[src/rtl/sum_latch_pkg.sv]
// Shared constants and width helpers for the sum latch bank.
package sum_latch_pkg;

  // Write mode selection on the shared mode input
  localparam logic MODE_LOAD = 1'b0;
  localparam logic MODE_ACC  = 1'b1;

  // Level that synchroniser and edge history flops take in reset ("pressed")
  localparam logic STROBE_RESET = 1'b0;

  // Width of the cross-channel sum: enough headroom that it can never overflow
  function automatic int unsigned sum_w(input int unsigned width,
                                        input int unsigned channels);
    return width + unsigned'($clog2(channels)) + 1;
  endfunction

endpackage

[src/rtl/sum_latch_bank_strobe_sync_edge.sv]
// Synchroniser chain plus falling-edge detector for one active-low strobe.
module strobe_sync_edge
  import sum_latch_pkg::*;
#(
  parameter int unsigned SYNC_STAGES = 2
) (
  input  logic clk,
  input  logic reset,
  input  logic strobe_n,
  output logic pulse
);

  logic [SYNC_STAGES-1:0] sync_q;
  logic [SYNC_STAGES-1:0] sync_d;
  logic                   hist_q;
  logic                   hist_d;

  // Shift the raw strobe through the chain; history keeps the last synced level
  always_comb begin
    sync_d = {sync_q[SYNC_STAGES-2:0], strobe_n};
    hist_d = sync_q[SYNC_STAGES-1];
  end

  // Reset to the pressed level so a strobe held low through reset never fires
  always_ff @(posedge clk or posedge reset) begin
    if (reset) begin
      sync_q <= {SYNC_STAGES{STROBE_RESET}};
      hist_q <= STROBE_RESET;
    end else begin
      sync_q <= sync_d;
      hist_q <= hist_d;
    end
  end

  // One-cycle pulse on each synchronised high-to-low transition
  assign pulse = hist_q & ~sync_q[SYNC_STAGES-1];

endmodule

[src/rtl/sum_latch_bank.sv]
// Bank of strobe-loaded data latches with load/accumulate and a registered total.
module sum_latch_bank
  import sum_latch_pkg::*;
#(
  parameter int unsigned WIDTH       = 4,
  parameter int unsigned CHANNELS    = 2,
  parameter bit          SATURATE    = 1'b1,
  parameter int unsigned SYNC_STAGES = 2
) (
  input  logic                                 clk,
  input  logic                                 reset,
  input  logic                                 clear,
  input  logic                                 mode,
  input  logic [CHANNELS-1:0]                  save_n,
  input  logic [WIDTH-1:0]                     data_in,
  output logic [CHANNELS*WIDTH-1:0]            q,
  output logic [CHANNELS-1:0]                  ovf,
  output logic [sum_w(WIDTH, CHANNELS)-1:0]    sum_out,
  output logic [CHANNELS-1:0]                  wr_ack
);

  localparam int unsigned    SUM_W    = sum_w(WIDTH, CHANNELS);
  localparam logic [WIDTH-1:0] ALL_ONES = '1;

  logic [CHANNELS-1:0] wr_pulse;
  logic [WIDTH-1:0]    chan_val [CHANNELS];
  logic [SUM_W-1:0]    sum_q;
  logic [SUM_W-1:0]    sum_d;

  for (genvar g = 0; g < int'(CHANNELS); g++) begin : g_chan
    logic [WIDTH-1:0] chan_q;
    logic [WIDTH-1:0] chan_d;
    logic             ovf_q;
    logic             ovf_d;
    logic             ack_q;
    logic             ack_d;
    logic [WIDTH:0]   acc_sum;

    strobe_sync_edge #(
      .SYNC_STAGES(SYNC_STAGES)
    ) u_sync (
      .clk      (clk),
      .reset    (reset),
      .strobe_n (save_n[g]),
      .pulse    (wr_pulse[g])
    );

    // Next channel value: clear wins, then load or carry-aware accumulate
    always_comb begin
      acc_sum = (WIDTH+1)'(chan_q) + (WIDTH+1)'(data_in);
      chan_d  = chan_q;
      ovf_d   = ovf_q;
      ack_d   = 1'b0;
      if (clear) begin
        chan_d = '0;
        ovf_d  = 1'b0;
      end else if (wr_pulse[g]) begin
        ack_d = 1'b1;
        if (mode == MODE_LOAD) begin
          chan_d = data_in;
        end else if (acc_sum[WIDTH]) begin
          chan_d = SATURATE ? ALL_ONES : acc_sum[WIDTH-1:0];
          ovf_d  = 1'b1;
        end else begin
          chan_d = acc_sum[WIDTH-1:0];
        end
      end
    end

    // Channel contents, sticky overflow and write acknowledge
    always_ff @(posedge clk or posedge reset) begin
      if (reset) begin
        chan_q <= '0;
        ovf_q  <= 1'b0;
        ack_q  <= 1'b0;
      end else begin
        chan_q <= chan_d;
        ovf_q  <= ovf_d;
        ack_q  <= ack_d;
      end
    end

    assign chan_val[g]              = chan_q;
    assign q[g*WIDTH +: WIDTH]      = chan_q;
    assign ovf[g]                   = ovf_q;
    assign wr_ack[g]                = ack_q;
  end

  // Zero-extended total of all channel registers
  always_comb begin
    sum_d = '0;
    for (int unsigned i = 0; i < CHANNELS; i++) begin
      sum_d = sum_d + SUM_W'(chan_val[i]);
    end
  end

  // Registered total, one cycle behind the channel registers
  always_ff @(posedge clk or posedge reset) begin
    if (reset) begin
      sum_q <= '0;
    end else begin
      sum_q <= sum_d;
    end
  end

  assign sum_out = sum_q;

endmodule

[config.mk]
export PLATFORM = sky130hd
export DESIGN_NAME = sum_latch_bank
export DESIGN_NICKNAME = d
export VERILOG_FILES = /design/src/rtl/sum_latch_pkg.sv /design/src/rtl/sum_latch_bank_strobe_sync_edge.sv /design/src/rtl/sum_latch_bank.sv
export SDC_FILE = /design/constraint.sdc
export NUM_CORES = 1
export LEC_CHECK = 0
export BUFFER_PORTS_ARGS = -buffer_cell sky130_fd_sc_hd__buf_4
export CORE_MARGIN = 3
export CORE_UTILIZATION = 56
export CTS_BUF_LIST = sky130_fd_sc_hd__clkbuf_8
export DETAILED_ROUTE_END_ITERATION = 16
export PLACE_DENSITY = 0.82
export SYNTH_ARGS = -nofsm -noshare
export SYNTH_HDL_FRONTEND = slang
export SYNTH_SLANG_ARGS = --single-unit
[constraint.sdc]
create_clock -name clk -period 1.86 [get_ports clk]
set_input_delay 0.279 -clock clk [delete_from_list [all_inputs] [get_ports clk]]
set_output_delay 0.279 -clock clk [all_outputs]
set_load 0.005 [all_outputs]
==> impl_results.md, run 1 <==
* Outcome: finished clean
* Worst reg2reg startpoint: g_chan[0].chan_q[0]$_DFFE_PP0P_
* # setup viols final at 0
* Chip Height at 54.76 microns
* Syn_nets at 150
* Die Wd at 54.76 microns
* Wire length per cell at 16.31 microns
* Area share of the largest cell type after synthesis at 43.23%
* Number of synthesized flops with an enable pin at 0
* First-pass GRT wire length at 4781 microns
* DRC at 0
* PwrDens at 722.9 nW/um^2
* Setup tns final at 0 ps
* Cells along the critical path: ha_1, inv_1, fa_2, xnor2_1, a2bb2oi_1, nor4_1, nor4_1
* Routed Antenna Nets at 0
* Setup slack, reg-to-reg at 70 ps
* FILL cells at 174
* Cell area after synthesis at 1331 sq um
* Share of layout cells above drive strength 1 at 29.61%
* WL final at 2936 microns
* Register area share after synthesis at 43.23%
* Crit path to: g_chan[0].chan_q[2]$_DFFE_PP0P_
* Slowest stage delay, CP at 370 ps
* RSZ-0062 raised after global routing: yes
* Cts bufs inserted at 3
* Drt pass-1 iters at 4
* Startpoint types: flop
* R2r worst-path depth at 7
* Insertion delay to the later sink of the worst-skew pair at 270 ps
* Io pins at 28
* Most instantiated library cell after synthesis: dfrtp_1
* Final hold violation count at 0
* Max Clk Rate at 557.2 MHz
* Worst path arrival time at 1940 ps
* Routability cong. at 0.8470
* Root Buffer: clkbuf_8
* Cts hold-fix bufs at 0
* Fin crit share at 96.48%
* Synth area leaders: dfrtp_1 43%, ha_1 11%, fa_1 4.5%
* Most frequent cells after synthesis: 23 x dfrtp_1, 13 x nor2_1, 12 x ha_1
* CTS Buffer Depth at 2
* Post-placement cell count at 175
* Sum of buffers and inverters on the critical path at 1
* Port bufs at 26
* H-tree levels at 1
* Most used cell, CP: nor4_1
* Overall global routing resource usage at 23.04%
* Starting Density at 59.61%
* Synth Instances at 125
* Top_reg_cell synth: dfrtp_1
* Antenna cells at 0
* Worst Setup SP: g_chan[0].chan_q[0]$_DFFE_PP0P_
* Max Slew Vio Count at 0
* Initial antenna violation count at 0
* Leakage at 0.8378 nW
* Setup CP Type: reg -> reg
* Crit path max-delay family: adder cells
* Avg Vias per Cell at 5.800
* Fin cells at 180
* Worst Hold Class: in -> async
* R2R Path End: g_chan[0].chan_q[2]$_DFFE_PP0P_
* Setup skew after layout at 1.272 ps
* GRT overflow at 0
* Fin crit period at 1795 ps
* Clk slew on worst S/H paths at 80 ps
* Peak VDD IR at 451.8 uV
* Synth area leader: dfrtp_1
* Critical Path RT at 2010 ps
* Vias in the first global route at 1018
* Post-DP HPWL at 2271 microns
* CTS tree: yes
* Final nets at 178
* 1st-iter DRT viols at 17
* Critical-path top delay cell: dfrtp_1
* Crit. path cell count at 7
* Synth Area per Inst at 10.65 sq um
* Area Overhead vs Synth at 20.21%
* # Max-Cap Violations at 0
* Row count at 17
* Seq cells post-synth at 23
* Critical Path Fanout Max at 3
* Via count at 1044
* Core area at 2233 sq um
* Clock sinks at 23
* Synth warn at 0
* Worst setup EP type: flop
* Largest net degree at the start of global routing at 24
* Die area at 2998 sq um
* Post-synth cell types at 39
* Synth async-reset ratio at 100.0%
==> final cells by class <==
type | instances | area (sq um) | share of cell area, %
repair buffers | 32 | 240.2 | 15.01
clock inverters | 1 | 5.005 | 0.3127
flip-flops and latches | 23 | 575.6 | 35.97
well taps | 28 | 35.03 | 2.189
multi-input cells | 83 | 665.6 | 41.60
clock buffers | 3 | 41.29 | 2.580
inverters | 10 | 37.54 | 2.346
==> how the worst min path moves through the flow <==
stage	start	end	slack [ps]	depth (start not counted)
finish	reset	g_chan[1].u_sync.sync_q[1]$_DFF_PP0_	40	3
global route	reset	g_chan[1].u_sync.sync_q[1]$_DFF_PP0_	70	3
CTS	reset	g_chan[1].u_sync.sync_q[1]$_DFF_PP0_	50	3
detailed placement	reset	g_chan[1].u_sync.sync_q[1]$_DFF_PP0_	340	3
global placement	reset	g_chan[1].u_sync.hist_q$_DFF_PP0_	340	3
floorplan	reset	g_chan[0].ack_q$_DFF_PP0_	280	1
==> metrics by stage <==
| step | util (%) | power (mW) | hold slack [ps] | setup WS [ps] | cell area, sq um |
|---|---|---|---|---|---|
| 2_1_floorplan | - | 0.7254 | 280.9 | 159.5 | 1331 |
| 3_3_place_gp | 68.74 | 0.8176 | 336.0 | 119.3 | 1535 |
| 3_5_place_dp | 68.74 | 0.8359 | 343.7 | -32.11 | 1535 |
| 4_1_cts | 71.15 | 1.156 | 50.37 | 2.134 | 1589 |
| 5_1_grt | 71.65 | 1.213 | 68.33 | -16.50 | 1600 |
| 6_report | 71.65 | 1.157 | 44.62 | 65.43 | 1600 |
==> power by group <==
| part | internal, mW | switching, mW |
|---|---|---|
| Sequential | 0.537 | 0.0209 |
| Combinational | 0.137 | 0.141 |
| Clock | 0.150 | 0.172 |
| Total | 0.824 | 0.333 |
==> sequential cells by signal, summed over array words and instances (netlist names) <==
name,cells
sum_out,5
g_chan.ack_q,2
g_chan.ovf_q,2
g_chan.u_sync.sync_q,4
g_chan.u_sync.hist_q,2
g_chan.chan_q,8
==> per-layer routing <==
layer / vias up / global-route usage, % / share of wire (%)
met5: - / 0 / 0
met4: 0 / 10.37 / 2.1
met3: 7 / 3.270 / 4.8
met2: 34 / 37.60 / 52
met1: 523 / 29.95 / 41
li1: 480 / - / -
==> placed cells by master (no fill, tap or decap), types with 2 or more instances in the layout <==
master and instances:
nand2b_1 2, ha_1 12, clkbuf_8 3, nor2_1 13, nor3_1 3, xnor2_1 2, fa_2 2, nor4_1 2
o211ai_1 2, nand3b_1 4, dfrtp_1 23, nand2_1 3, o21ai_0 4, a21o_1 5, buf_4 32, a21oi_1 5
xor2_1 3, inv_1 10
==> repair_timing <==
action	CTS	global route
buffers inserted	1	0
endpoints found under the setup margin	1	6
resized for setup	0	3
pin swaps	2	1
==> worst min-delay path: stages <==
cell,delay (ps)
buf_4,110
inv_1,40
buf_4,290
==> kinds of logic (layout without fill, tap and decap cells) <==
group / count (synthesis) / in the layout / synth area share [%]
xor+xnor: 5 / 5 / 3.290
mux: 1 / 1 / 0.7519
compound gates: 27 / 27 / 14.76
flops: 23 / 23 / 43.23
simple gates: 34 / 34 / 14.29
other cells: 1 / 1 / 0.2817
fa+ha+maj: 15 / 15 / 15.79
buf+inv: 19 / 46 / 7.613
No activity file was read; power rests on OpenSTA's default activity.
==> run 2: changes to the inputs <==
Settings changed: GPL_TIMING_DRIVEN set to 0.
==> impl_results.md, run 2 (synthesis gave the netlist of run 1 again) <==
* First-pass GRT wire length at 4698 microns (was 4781 microns)
* Clock sinks at 23 (unchanged)
* Drt pass-1 iters at 4 (unchanged)
* Peak VDD IR at 542.7 uV (was 451.8 uV)
* Worst setup EP type: flop (unchanged)
* Share of layout cells above drive strength 1 at 36.13% (was 29.61%)
* Die Wd at 54.76 microns (unchanged)
* Worst path arrival time at 1930 ps (was 1940 ps)
* Critical Path RT at 2020 ps (was 2010 ps)
* Insertion delay to the later sink of the worst-skew pair at 270 ps (about the same)
* Final hold violation count at 0 (unchanged)
* Port bufs at 24 (was 26)
* Wire length per cell at 16.98 microns (was 16.31 microns)
* Area Overhead vs Synth at 23.97% (was 20.21%)
* Top reg by flops: g_chan.chan_q (unchanged)
* Slew headroom at 42.89%
* Fin crit period at 1774 ps (was 1795 ps)
* Worst Hold Class: in -> reg (was in -> async)
* Metal3 WL at 144 microns (was 142 microns)
* Starting Density at 59.61% (unchanged)
* Worst-margin pin slew at 855.7 ps
* Final nets at 181 (was 178)
* Routability cong. at 0.8337 (was 0.8470)
* Chip Height at 54.76 microns (unchanged)
* CTS tree: yes (unchanged)
* Hold Path Origin: save_n[1]
* 1st-iter DRT viols at 16 (was 17)
* Post-DP HPWL at 2306 microns (was 2271 microns)
* Vias in the first global route at 1067 (was 1018)
* Clk slew on worst S/H paths at 80 ps (about the same)
* WHS Endpoint: g_chan[1].u_sync.sync_q[0]$_DFF_PP0_
* Fin cells at 183 (was 180)
* CTS Buffer Depth at 2 (unchanged)
* GRT overflow at 0 (unchanged)
* Row count at 17 (unchanged)
* Critical Path Fanout Max at 3 (unchanged)
* WL final at 3107 microns (was 2936 microns)
* R2R Path End: g_chan[0].chan_q[1]$_DFFE_PP0P_ (was g_chan[0].chan_q[2]$_DFFE_PP0P_)
* Startpoint types: flop (unchanged)
* Core area at 2233 sq um (unchanged)
* Worst reg2reg startpoint: g_chan[0].chan_q[0]$_DFFE_PP0P_ (unchanged)
* Leakage at 0.8610 nW (was 0.8378 nW)
* DRC at 0 (unchanged)
* Avg Vias per Cell at 5.858 (was 5.800)
* Via count at 1072 (was 1044)
* Area of placed instances at 1546 sq um (was 1535 sq um)
* # setup viols final at 0 (unchanged)
* Antenna cells at 0 (unchanged)
* Post-route cell area at 1650 sq um (was 1600 sq um)
* Setup skew after layout at 1.531 ps (was 1.272 ps)
* DR top layer: met4 (unchanged)
* Setup CP Type: reg -> reg (unchanged)
* Cts bufs inserted at 3 (unchanged)
* FILL cells at 162 (was 174)
* Root Buffer: clkbuf_8 (unchanged)
* Max reg flops at 8 (unchanged)
* H-tree levels at 1 (unchanged)
* # Max-Cap Violations at 0 (unchanged)
* Setup tns final at 0 ps (unchanged)
* Largest net degree at the start of global routing at 24 (unchanged)
* Initial antenna violation count at 0 (unchanged)
* Outcome: finished clean (unchanged)
* Most common cell after layout, fill and taps aside: buf_4 (unchanged)
* Max Clk Rate at 563.8 MHz (was 557.2 MHz)
* Commonest non-fill, non-tap cells in the layout: 31 x buf_4, 22 x dfrtp_1, 13 x nor2_1 (was 32 x buf_4, 23 x dfrtp_1, 13 x nor2_1)
* WHS Path Cells at 1
* WL met1 at 1280 microns (was 1204 microns)
* Met2 Wirelength at 1623 microns (was 1525 microns)
* Routed Antenna Nets at 0 (unchanged)
* PwrDens at 712.9 nW/um^2 (was 722.9 nW/um^2)
* R2r worst-path depth at 7 (unchanged)
* Setup slack, reg-to-reg at 90 ps (was 70 ps)
* Cts hold-fix bufs at 0 (unchanged)
* Max Slew Vio Count at 0 (unchanged)
* Post-placement cell count at 177 (was 175)
* Die area at 2998 sq um (unchanged)
* Io pins at 28 (unchanged)
* Overall global routing resource usage at 22.55% (was 23.04%)
* Fin crit share at 95.35% (was 96.48%)
run 2: worst max-delay path, stage by stage (launching register included):
cell and delay, ps:
dfrtp_1 370, ha_2 180, inv_1 50, fa_2 390, nand2b_4 170, a21oi_2 180
nor2_1 70, a311oi_1 260
run 2: power by group:
| group | internal (mW) | switching [mW] |
|---|---|---|
| combinational | 0.143 | 0.141 |
| sequential | 0.537 | 0.0307 |
| clock | 0.152 | 0.173 |
run 2: through the flow:
step / setup WS (ps) / total power, mW / hold slack, ps / utilization, %
5_1_grt: -35.93 / 1.237 / 103.2 / 73.89
6_report: 86.42 / 1.177 / 109.3 / 73.89
3_3_place_gp: 31.84 / 0.8139 / 334.3 / 69.24
4_1_cts: 1.824 / 1.156 / 110.6 / 72.16
2_1_floorplan: 159.5 / 0.7254 / 280.9 / -
3_5_place_dp: -94.18 / 0.8338 / 340.5 / 69.24
run 2: worst max path at each step:
stage	from	end	cells past startpoint
3_3_place_gp	g_chan[0].chan_q[0]$_DFFE_PP0P_	g_chan[0].chan_q[1]$_DFFE_PP0P_	7
3_5_place_dp	g_chan[0].chan_q[0]$_DFFE_PP0P_	g_chan[0].chan_q[1]$_DFFE_PP0P_	7
4_1_cts	g_chan[0].chan_q[0]$_DFFE_PP0P_	g_chan[0].chan_q[1]$_DFFE_PP0P_	7
6_report	g_chan[0].chan_q[0]$_DFFE_PP0P_	g_chan[0].chan_q[1]$_DFFE_PP0P_	7
5_1_grt	g_chan[1].chan_q[0]$_DFFE_PP0N_	g_chan[1].chan_q[0]$_DFFE_PP0N_	7
2_1_floorplan	g_chan[0].chan_q[0]$_DFFE_PP0P_	g_chan[0].chan_q[1]$_DFFE_PP0P_	7
run 2: timing repair:
action	4_1_cts	5_1_grt
cloned	0	0
gates resized for setup	1	10
endpoints found under the setup margin	2	6
endpoints found under the hold margin	0	0
pin swaps	1	3
buffers inserted	2	0
run 2: layout make-up:
cell class / count / area, sq um / share of cell area [%]
Sequential cell: 23 / 576.8 / 34.95
Timing Repair Buffer: 26 / 195.2 / 11.83
Multi-Input combinational cell: 83 / 693.2 / 42.00
Inverter: 10 / 37.54 / 2.274
Tap cell: 28 / 35.03 / 2.123
Clock buffer: 3 / 41.29 / 2.502
Clock inverter: 1 / 7.507 / 0.4549
Buffer: 9 / 63.81 / 3.867
run 2: per-layer routing:
layer	global-route usage [%]	vias up
met5	0	-
met4	8.714	0
met3	3.270	10
met2	40.55	41
met1	26.59	534
li1	-	487
==> run 3: changes to the inputs <==
--- a/config.mk
+++ b/config.mk
@@ -7,4 +7,5 @@
 export LEC_CHECK = 0
 export BUFFER_PORTS_ARGS = -buffer_cell sky130_fd_sc_hd__buf_4
+export CAP_MARGIN = 20
 export CORE_MARGIN = 3
 export CORE_UTILIZATION = 56
==> constraint.sdc (replaced) <==
create_clock -name clk -period 1.86 [get_ports clk]
set_input_delay 0.279 -clock clk [delete_from_list [all_inputs] [get_ports clk]]
set_output_delay 0.279 -clock clk [all_outputs]
set_load 0.1 [all_outputs]
==> impl_results.md, run 3 (synthesis gave the netlist of run 1 again) <==
* PwrDens at 835.0 nW/um^2 (was 712.9 nW/um^2)
* Share of layout cells above drive strength 1 at 37.82% (was 36.13%)
* Area of placed instances at 1597 sq um (was 1546 sq um)
* Wire length per cell at 14.77 microns (was 16.98 microns)
* Vias in the first global route at 1048 (was 1067)
* Setup slack, reg-to-reg at 100 ps (was 90 ps)
* Max Slew Vio Count at 0 (unchanged)
* Fin cells at 184 (was 183)
* Root Buffer: clkbuf_8 (unchanged)
* Switching share of power at 40.29% (was 29.27%)
* WL final at 2717 microns (was 3107 microns)
* GRT overflow at 0 (unchanged)
* First-pass GRT wire length at 4367 microns (was 4698 microns)
* Post-route cell area at 1680 sq um (was 1650 sq um)
* Final core utilization at 75.24% (was 73.89%)
* CTS tree: yes (unchanged)
* Critical Path Fanout Max at 4 (was 3)
* DRC at 0 (unchanged)
* Chip Height at 54.76 microns (unchanged)
* Most common cell after layout, fill and taps aside: buf_4 (unchanged)
* Slew headroom at 41.41% (was 42.89%)
* Worst-margin pin slew at 877.8 ps (was 855.7 ps)
* Drt pass-1 iters at 4 (unchanged)
* Clk slew on worst S/H paths at 90 ps (was 80 ps)
* Max reg flops at 8 (unchanged)
* Top reg by flops: g_chan.chan_q (unchanged)
* Critical Path RT at 2020 ps (about the same)
* Starting Density at 59.61% (unchanged)
* Commonest non-fill, non-tap cells in the layout: 32 x buf_4, 15 x dfrtp_1, 13 x nor2_1 (was 31 x buf_4, 22 x dfrtp_1, 13 x nor2_1)
* Setup CP Type: reg -> reg (unchanged)
* Die Wd at 54.76 microns (unchanged)
* Overall global routing resource usage at 20.37% (was 22.55%)
* Fin crit share at 94.47% (was 95.35%)
* # Max-Cap Violations at 0 (unchanged)
* Post-placement cell count at 177 (unchanged)
* Via count at 1030 (was 1072)
* Fin crit period at 1757 ps (was 1774 ps)
* Pre-CTS WS at 90.48 ps (was -94.18 ps)
* # setup viols final at 0 (unchanged)
* Outcome: finished clean (unchanged)
* Avg Vias per Cell at 5.598 (was 5.858)
* Clk pwr share at 22.5% (was 27.6%)
* H-tree levels at 1 (unchanged)
* Final hold violation count at 0 (unchanged)
* Leakage at 0.8495 nW (was 0.8610 nW)
* Worst path arrival time at 1910 ps (was 1930 ps)
* Core area at 2233 sq um (unchanged)
* RSZ-0062 raised after global routing: no
* Cell internal pwr at 0.8378 mW (was 0.8322 mW)
* Routability cong. at 0.8077 (was 0.8337)
* Startpoint types: flop (unchanged)
* Io pins at 28 (unchanged)
* Area Overhead vs Synth at 26.22% (was 23.97%)
* Final nets at 182 (was 181)
* 1st-iter DRT viols at 10 (was 16)
* Max Clk Rate at 569.1 MHz (was 563.8 MHz)
* Post-DP HPWL at 2075 microns (was 2306 microns)
* Row count at 17 (unchanged)
* Routed Antenna Nets at 0 (unchanged)
* Seq pwr share at 40.7% (was 48.2%)
* Clock sinks at 23 (unchanged)
* Worst setup EP type: flop (unchanged)
* Setup skew after layout at 1.035 ps (was 1.531 ps)
* Switching power of the nets at 0.5652 mW (was 0.3444 mW)
* Peak VDD IR at 655.1 uV (was 542.7 uV)
* Insertion delay to the later sink of the worst-skew pair at 260 ps (was 270 ps)
* Comb pwr share at 36.8% (was 24.1%)
* Cts bufs inserted at 3 (unchanged)
* CTS Buffer Depth at 2 (unchanged)
* Die area at 2998 sq um (unchanged)
* Largest net degree at the start of global routing at 24 (unchanged)
* Antenna cells at 0 (unchanged)
* Initial antenna violation count at 0 (unchanged)
* Final worst slack at 102.9 ps (was 86.42 ps)
* Port bufs at 24 (unchanged)
* Worst Hold Class: in -> reg (unchanged)
* Overall power at 1.403 mW (was 1.177 mW)
## run 3: stage by stage
step	hold WS (ps)	setup TNS, ps
after floorplan	280.7	-44.69
after global placement	333.7	0
after detailed placement	351.2	0
after CTS	116.1	0
after global routing	104.9	0
final	118.0	0
## run 3: routing by layer
| metal | vias up | share of wire [%] | GRT usage [%] |
|---|---|---|---|
| met5 | - | 0 | 0 |
| met1 | 507 | 45 | 26.25 |
| met2 | 36 | 48 | 33.46 |
| met4 | 0 | 0.44 | 9.129 |
| li1 | 485 | - | - |
| met3 | 2 | 6.2 | 2.997 |
## run 3: path summary, 6_finish.rpt
path / start / endpoint / depth (start not counted)
setup / recovery: g_chan[0].chan_q[0]$_DFFE_PP0P_ / g_chan[0].chan_q[3]$_DFFE_PP0P_ / 8
hold / removal: save_n[0] / g_chan[0].u_sync.sync_q[0]$_DFF_PP0_ / 1
setup reg to reg: g_chan[0].chan_q[0]$_DFFE_PP0P_ / g_chan[0].chan_q[3]$_DFFE_PP0P_ / 8
hold reg to reg: g_chan[0].u_sync.sync_q[0]$_DFF_PP0_ / g_chan[0].u_sync.sync_q[1]$_DFF_PP0_ / 0
max in group asynchronous: reset / g_chan[0].chan_q[0]$_DFFE_PP0P_ / 2
min in group asynchronous: reset / sum_out[0]$_DFF_PP0_ / 2
## run 3: cell type report
cell class              instances  area [sq um]
multi-input cells              83         699.4
flip-flops and latches         23         595.6
fillers                       148         553.0
repair buffers                 27         202.7
plain buffers                   9         63.81
clock buffers                   3         41.29
inverters                      10         37.54
well taps                      28         35.03
clock inverters                 1         5.005
## run 3: power by group through the flow
stage	logic (mW)	registers (mW)	clock network, mW
2_1_floorplan	0.184	0.785	0
3_3_place_gp	0.487	0.579	0
3_5_place_dp	0.499	0.581	0
4_1_cts	0.500	0.571	0.313
5_1_grt	0.549	0.576	0.340
6_report	0.516	0.571	0.316
## run 3: critical path: stages (launching register included)
cell      delay, ps
dfrtp_4         440
ha_4            140
inv_1            50
fa_2            370
nand2b_1        190
a21oi_4         170
buf_4           130
o21ai_0          60
o311ai_1         90
## run 3: timing repair
action / in CTS / in global routing
gates resized for setup: 0 / 2
setup buffers: 0 / 3
setup endpoints to repair: 0 / 2
hold buffers: 0 / 0
